[config.mk]
export PLATFORM = sky130hd
export DESIGN_NAME = sndglu_queued
export DESIGN_NICKNAME = d
export VERILOG_FILES = /design/src/rtl/sndglu_queued.sv
export SDC_FILE = /design/constraint.sdc
export NUM_CORES = 1
export LEC_CHECK = 0
export ABC_AREA = 1
export ABC_CLOCK_PERIOD_IN_PS = 3200
export CORE_ASPECT_RATIO = 1.1
export CORE_UTILIZATION = 50
export DETAILED_ROUTE_END_ITERATION = 16
export PLACE_DENSITY = 0.81
export REMOVE_ABC_BUFFERS = 1
export SETUP_SLACK_MARGIN = 0.15
export SLEW_MARGIN = 20
export SYNTH_ARGS = -nofsm -noshare
export SYNTH_HDL_FRONTEND = slang
export SYNTH_SLANG_ARGS = --single-unit
[constraint.sdc]
create_clock -name clk -period 3.2 [get_ports clk]
set_input_delay 0.8 -clock clk [delete_from_list [all_inputs] [get_ports clk]]
set_output_delay 0.8 -clock clk [all_outputs]
set_load 0.05 [all_outputs]
[src/rtl/sndglu_queued.sv]
// sndglu_queued: IIgs sound GLU with posted host accesses drained one per DOC slot.
// Define SNDGLU_OVERFLOW_EN for a sticky FIFO overflow flag on control bit 4.
module sndglu_queued #(
    parameter int ADDR_W = 16,
    parameter int FIFO_DEPTH = 4
) (
    input  logic              clk,
    input  logic              reset,
    input  logic              ph0_en,
    input  logic              slot_en,
    input  logic              select,
    input  logic              wr,
    input  logic [1:0]        host_addr,
    input  logic [7:0]        host_data_in,
    output logic [7:0]        host_data_out,
    input  logic [7:0]        sound_data_in,
    output logic [ADDR_W-1:0] sound_addr,
    output logic [7:0]        sound_data_out,
    output logic              bus_ram,
    output logic              ram_wr,
    output logic              doc_wr,
    output logic              bus_rd,
    output logic              ram_access,
    output logic [3:0]        volume,
    output logic              busy
);
    localparam int IDX_W = $clog2(FIFO_DEPTH);
    localparam logic [1:0] IDLE = 2'd0, ISSUE = 2'd1, CAPTURE = 2'd2;

    logic [1:0]        state;
    logic              auto_inc;
    logic              cur_rd;
    logic [ADDR_W-1:0] ptr;
    logic [7:0]        ptr_hi;
    logic [7:0]        read_data_reg;
    logic [ADDR_W-1:0] q_addr [FIFO_DEPTH];
    logic [7:0]        q_data [FIFO_DEPTH];
    logic              q_ram  [FIFO_DEPTH];
    logic              q_rd   [FIFO_DEPTH];
    logic [IDX_W-1:0]  head;
    logic [IDX_W-1:0]  tail;
    logic [IDX_W:0]    count;
    logic              reg_wr;
    logic              push_req;
    logic              full;
    logic              pop;
    logic              push;
    logic              ovf_bit;

    assign reg_wr   = select & wr & ph0_en;
    assign push_req = select & ph0_en & (host_addr == 2'd1);
    assign full     = count == (IDX_W+1)'(FIFO_DEPTH);
    assign pop      = (state == IDLE) & slot_en & (count != '0);
    // a pop in the same clk frees the slot a full-FIFO push needs
    assign push     = push_req & (!full | pop);
    assign busy     = (count != '0) | (state != IDLE);
    assign ptr_hi   = 8'(ptr >> 8);

    assign ram_wr = (state == ISSUE) & bus_ram & !cur_rd;
    assign doc_wr = (state == ISSUE) & !bus_ram & !cur_rd;
    assign bus_rd = (state == ISSUE) & cur_rd;

`ifdef SNDGLU_OVERFLOW_EN
    logic ovf;
    always_ff @(posedge clk) begin
        if (reset)
            ovf <= 1'b0;
        else if (reg_wr & (host_addr == 2'd0))
            ovf <= 1'b0;
        else if (push_req & !push)
            ovf <= 1'b1;
    end
    assign ovf_bit = ovf;
`else
    assign ovf_bit = 1'b1;
`endif

    always_ff @(posedge clk) begin
        if (reset) begin
            ram_access <= 1'b0;
            auto_inc   <= 1'b0;
            volume     <= 4'd0;
            ptr        <= '0;
        end else begin
            if (reg_wr & (host_addr == 2'd0)) begin
                ram_access <= host_data_in[6];
                auto_inc   <= host_data_in[5];
                volume     <= host_data_in[3:0];
            end
            if (reg_wr & (host_addr == 2'd2))
                ptr[7:0] <= host_data_in;
            else if (reg_wr & (host_addr == 2'd3))
                ptr <= {host_data_in[ADDR_W-9:0], ptr[7:0]};
            else if (push & auto_inc)
                ptr <= ptr + ADDR_W'(1);
        end
    end

    always_ff @(posedge clk) begin
        if (reset)
            host_data_out <= 8'd0;
        else if (select & !wr)
            host_data_out <= host_addr == 2'd0 ? {busy, ram_access, auto_inc, ovf_bit, volume} :
                             host_addr == 2'd1 ? read_data_reg :
                             host_addr == 2'd2 ? ptr[7:0] : ptr_hi;
    end

    // entries snapshot ptr and target at push time
    always_ff @(posedge clk) begin
        if (push) begin
            q_addr[tail] <= ptr;
            q_data[tail] <= host_data_in;
            q_ram[tail]  <= ram_access;
            q_rd[tail]   <= !wr;
        end
    end

    always_ff @(posedge clk) begin
        if (reset) begin
            head  <= '0;
            tail  <= '0;
            count <= '0;
        end else begin
            if (push)
                tail <= tail + IDX_W'(1);
            if (pop)
                head <= head + IDX_W'(1);
            count <= count + (IDX_W+1)'(push) - (IDX_W+1)'(pop);
        end
    end

    always_ff @(posedge clk) begin
        if (reset) begin
            state          <= IDLE;
            sound_addr     <= '0;
            sound_data_out <= 8'd0;
            bus_ram        <= 1'b0;
            cur_rd         <= 1'b0;
            read_data_reg  <= 8'd0;
        end else if (state == IDLE) begin
            if (pop) begin
                sound_addr     <= q_addr[head];
                sound_data_out <= q_data[head];
                bus_ram        <= q_ram[head];
                cur_rd         <= q_rd[head];
                state          <= ISSUE;
            end
        end else if (state == ISSUE) begin
            state <= CAPTURE;
        end else begin
            if (cur_rd)
                read_data_reg <= sound_data_in;
            state <= IDLE;
        end
    end
endmodule

==> impl_results.md, run 1 <==
- Power Total: 6.59 mW
- ANT nets after route: 0
- Async SR Flop Fraction: 0%
- Max reg flops: 64
- Wire per inst: approximately 17 um
- Root buffer selected by CTS: clkbuf_16
- Fin worst setup slack: between 0.4 and 0.5 ns
- Vias per cell: between 5 and 6
- WS Path Type: reg -> out
- Fin crit period: ~2.8 ns
- Fillers: 1186
- Clock sink count: between 150 and 200
- Sequential area share after synthesis: a little over three fifths
- Multi-input logic area: approximately 2400 um2
- Synthesized cell area: ~7300 um2
- Worst slack, placed: between 0.15 and 0.2 ns
- Largest regs: q_addr: 64 flops, q_data: 32 flops
- Clock slew at reported path FFs: about 0.07 ns
- Placer Congestion: around 0.92
- Hold path start: read_data_reg[6]
- Largest net degree at the start of global routing: between 50 and 60
- Port Buf Inserts: 65
- Post-synth EDFFs: 104
- Leading cell types in the layout, fill and taps excluded: 193 x nor2_1, 120 x o21ai_0, 104 x edfxtp_1
- Fmax: approximately 360 MHz
- Prevailing post-synth register cell: edfxtp_1
- Area delta synth->final: 20.3%
- Final hold violations: 0
- Critical Path Source: state[1]
- Initial antenna violation count: 0
- Synth top area cells: edfxtp_1 43%, dfxtp_1 20%, nor2_1 10%
- Slew @ Worst Pin: ~0.63 ns
- Die area: between 15000 and 20000 um2
- Postcts setup bufs: 0
- H-Tree Depth: 4
- CTS tree: done
- Crit path launch type: register
- Vias in the first global route: 5446
- Core area: approximately 14000 um2
- Number of remaining DRC errors: 0
- Syn avg cell area: between 9 and 10 um2
- Worst-path maximum fanout: 4
- Post-DP HPWL: about 11000 um
- Max IR drop VDD: between 0.0007 and 0.0008 V
- Row cnt: 46
- Endpoints failing setup: 0
- DRT iter0 DRCs: 450
- Synthesized flop and latch total: 177
- Max Cap Violations: 0
- Post-Synthesis Cells: between 700 and 800
- WL final: 17300 um
- Most common cell after layout, fill and taps aside: nor2_1
- Largest Register: q_addr
- Fin. max-slew vios: 0
- Reg area: about 4600 um2
- Largest area contributor in the netlist: edfxtp_1
- Critical path data required time: ~2.4 ns
- Layout Nets: roughly 900
- Starting Density: between 50 and 60%
- # IOs: between 60 and 70
- Data arrival, critical path: 1.98 ns
- Setup Skew: 0.00898 ns
- Outcome: completed
- Total global routing overflow: 0
- Final setup TNS: 0 ns
- All-Layer GR Usage: between 20% and 30%
- TritonCTS buffer count: 17
- Synth unique cells: 31
- Area share of the largest cell type after synthesis: 42.5%
- Static Leak: 3.38 nW
- RSZ-0062 raised after global routing: false
- Die W: 118 um
- Die Y: between 100 and 150 um
- Clk Latency, worst-skew pair: around 0.43 ns
- Min-Delay Path Class: reg -> reg
- FF-to-FF Start: state[0]
- CP endpoint kind: output pin
- Via Count: between 5000 and 6000
- Post-CTS Hold Buffers: 0
- Worst rel slew slack: 57.6%
- First-pass GRT wire length: ~28000 um
- # resized after CTS: 0
- PwrDens: 747 nW/um2
- Longest Clk Path Bufs: 2
- YS warnings: 0
- Share of layout cells above drive strength 1: under 10%
- First drt pass iteration count: 5
- # diodes: 0
- Final worst-path cycle share: between 80 and 90%
report_power, final:
group | switching [mW] | internal (mW)
combinational | 1.23 | 0.562
sequential | 0.112 | 2.58
clock | 0.898 | 1.21
worst paths after layout:
| check | end | slack, ns | cells after the start |
|---|---|---|---|
| worst max-delay path | ram_wr | 0.42 | 4 |
| worst min register to register | read_data_reg[6] | 0.50 | 2 |
| worst min-delay path | read_data_reg[6] | 0.50 | 2 |
| worst max register to register | count[2] | 1.05 | 11 |
layout make-up:
class / count / area share [%]
Tap cell: 192 / 2.72
Multi-Input combinational cell: 508 / 27.3
Sequential cell: 177 / 51.9
Inverter: 58 / 2.47
Clock buffer: 18 / 5.10
Timing Repair Buffer: 81 / 8.73
Clock inverter: 14 / 1.73
per-stage QoR:
stage               utilization, %  hold WS [ns]  cell area, um2  instances
floorplan                        -         0.455            7210        743
global placement              57.2         0.466            8230       1016
detailed placement            57.2         0.473            8230       1016
CTS                           61.4         0.493            8830       1048
global route                  61.4         0.517            8830       1048
finish                        61.4         0.497            8830       1048
critical path: stages, from the launching register on:
cell and delay [ns]:
dfxtp_1 0.31, inv_1 0.08, nand2_1 0.11, nor3b_1 0.21, clkdlybuf4s50_1 0.84
cell families after synthesis:
family                     count (synthesis)  synth area share (%)
adders and majority gates                  8                  1.47
DFF                                      177                  62.4
buffers and inverters                     89                  4.82
AOI/OAI and AO/OA                        189                  13.9
xor gates and xnor gates                   3                 0.358
and+or+nand+nor                          308                  17.0
Yosys cell counts, types with 6 or more instances:
library cell    n
o22ai_1        27
a21oi_1        27
nand3_1        21
clkbuf_1       16
ha_1            7
buf_2          10
inv_1          53
dfxtp_1        73
nor2_1        197
o21ai_0       120
nand2_1        72
o221ai_1        6
edfxtp_1      104
per-layer routing:
metal / part of all wire [%] / routed length (um) / track usage [%] / vias up
met5: 0 / 0 / 0 / -
met4: 2.0 / 350 / 8.97 / 0
met3: 6.7 / 1160 / 4.93 / 35
met2: 49 / 8440 / 40.7 / 242
met1: 43 / 7390 / 29.9 / 2706
li1: - / - / - / 2773
(Power assumes the default switching activity.)
==> run 2: changes to the inputs <==
Settings changed: ABC_CLOCK_PERIOD_IN_PS 3200 to 3210, PLACE_DENSITY 0.81 to 0.71.
Clock period 3.2 ns to 3.21 ns, I/O delays scaled along.
==> run 2 against run 1 <==
Critical endpoint unchanged. First-iteration DRC count increased by 9.6%. Sequential power about the same. Global-route usage increased by 0.50 points. Hold slack got worse by 0.0038 ns. Critical path depth unchanged. Clock-buffer cell count increased by 2. Largest cell class unchanged. Cell area increased by 0.38%. Routed wire length increased by 0.91%. Setup slack got worse by 0.013 ns. Highest routed layer unchanged.
==> impl_results.md, run 2 (same netlist as run 1, synthesis figures left out) <==
- Outcome: completed
- Share of layout cells above drive strength 1: 8.26% (+0.20 points)
- First-pass GRT wire length: 27900 um (-0.15%)
- Final worst-path cycle share: 87.4%
- TritonCTS buffer count: 17 (unchanged)
- Data arrival, critical path: 2.00 ns (+0.02 ns)
- Leading cell types in the layout, fill and taps excluded: 193 x nor2_1, 120 x o21ai_0, 104 x edfxtp_1
- # diodes: 0 (unchanged)
- Wire per inst: 16.6 um (+0.53%)
- Fin crit period: approximately 2.8 ns
- DRT iter0 DRCs: 493 (+9.6%)
- Worst-path maximum fanout: 4 (unchanged)
- Via Count: 5683 (-1.3%)
- Post-CTS Hold Buffers: 0 (unchanged)
- Initial antenna violation count: 0 (unchanged)
- All-Layer GR Usage: 24.2% (+0.50 points)
- RSZ-0062 raised after global routing: false
- Total global routing overflow: 0 (unchanged)
- Endpoints failing setup: 0 (unchanged)
- Vias in the first global route: 5475 (+0.53%)
- WS Path Type: reg -> out
- Setup Skew: 0.0163 ns (+0.00731 ns)
- Post-Layout Cell Count: 1052 (+0.38%)
- Fmax: between 300 and 400 MHz
- Vias per cell: 5.40 (-1.6%)
- Largest regs: q_addr: 64 flops, q_data: 32 flops
- CP endpoint kind: output pin
- Core area: 14400 um2 (unchanged)
- Final hold violations: 0 (unchanged)
- Crit-path cells: inv_1 > nand2_1 > nor3b_1 > clkdlybuf4s50_1
- Cell count after placement: 1020 (+0.39%)
- Max Cap Violations: 0 (unchanged)
- Die area: 15200 um2 (unchanged)
- Die Y: 129 um (unchanged)
- Largest net degree at the start of global routing: 54 (unchanged)
- Static Leak: 3.37 nW (-0.30%)
- Crit-path slowest cell: clkdlybuf4s50_1
- Layout Nets: 879 (+0.46%)
- Slowest stage delay, CP: 0.84 ns (about the same)
- Clk Latency, worst-skew pair: 0.44 ns (about the same)
- Max reg flops: 64 (unchanged)
- Most common cell after layout, fill and taps aside: nor2_1
- Largest Register: q_addr
- H-Tree Depth: 4 (unchanged)
- Area delta synth->final: 20.7%
- Longest Clk Path Bufs: 2 (unchanged)
- Fin. max-slew vios: 0 (unchanged)
- PwrDens: 740 nW/um2 (-0.90%)
- ANT nets after route: 0 (unchanged)
- # resized after CTS: 0 (unchanged)
- Clock slew at reported path FFs: 0.06 ns (about the same)
- Final setup TNS: 0 ns (unchanged)
- Slew @ Worst Pin: 0.526 ns (-0.107 ns)
- Critical path data required time: 2.41 ns (about the same)
- Row cnt: 46 (unchanged)
- First drt pass iteration count: 5 (unchanged)
- Postcts setup bufs: 0 (unchanged)
- Die W: 118 um (unchanged)
- Placer Congestion: 0.885 (-3.4%)
- Post-DP HPWL: 11500 um (+6.9%)
- # IOs: 66 (unchanged)
- Number of remaining DRC errors: 0 (unchanged)
- WL final: 17500 um (+0.91%)
- Crit path buffers/inverters: 2 (unchanged)
- Starting Density: 51.0% (unchanged)
- Port Buf Inserts: 65 (unchanged)
- Max IR drop VDD: 0.000640 V (-15%)
- Largest delay share family, worst path: buffers and inverters
- Clock sink count: 177 (unchanged)
- CTS tree: done
- Crit path launch type: register
- Worst rel slew slack: 64.8% (+7.2 points)
- Min-Delay Path Class: reg -> reg
- Root buffer selected by CTS: clkbuf_16
## run 2: routing by layer
metal | share of wire (%) | vias up | routed length, um | track usage (%)
met3 | 4.4 | 34 | 775 | 4.67
met1 | 45 | 2718 | 7810 | 30.1
met5 | 0 | - | 0 | 0
met2 | 49 | 153 | 8510 | 41.5
li1 | - | 2778 | - | -
met4 | 2.4 | 0 | 412 | 10.9
## run 2: cell type report
type,count,area (um2)
multi-input combinational,508,2410
inverter,58,218
fill,1230,5520
tap,192,240
clock buffer,20,447
timing repair buffer,85,801
clock inverter,12,160
sequential,177,4580
## run 2: final timing paths
kind | cells past startpoint | start | slack (ns) | endpoint
max | 4 | state[1] | 0.41 | ram_wr
min | 2 | read_data_reg[6] | 0.49 | read_data_reg[6]
max reg2reg | 11 | state[1] | 1.23 | count[2]
min reg2reg | 2 | read_data_reg[6] | 0.49 | read_data_reg[6]
## run 2: per-stage QoR
step | hold slack [ns] | setup slack, ns | cell area (um2) | utilization, % | power, mW
after global routing | 0.516 | 0.312 | 8860 | 61.6 | 6.87
after detailed placement | 0.482 | 0.168 | 8260 | 57.4 | 4.51
after global placement | 0.465 | 0.283 | 8260 | 57.4 | 4.46
after CTS | 0.496 | 0.382 | 8860 | 61.6 | 6.60
final | 0.493 | 0.405 | 8860 | 61.6 | 6.56
after floorplan | 0.455 | 0.412 | 7210 | - | 3.88
## run 2: power by group
group / internal (mW) / total [mW] / switching (mW)
registers: 2.58 / 2.68 / 0.106
logic: 0.557 / 1.78 / 1.22
clock network: 1.25 / 2.10 / 0.852
total: 4.38 / 6.56 / 2.18
## run 2: worst register-to-register path, cell delays in order, from the launching register on
cell and delay, ns:
dfxtp_1 0.31, inv_1 0.08, nand3_1 0.10, nand2_1 0.16
nand2_2 0.07, ha_1 0.27, inv_1 0.04, ha_1 0.18
fa_1 0.38, inv_1 0.08, o21ai_0 0.08, a21oi_1 0.15
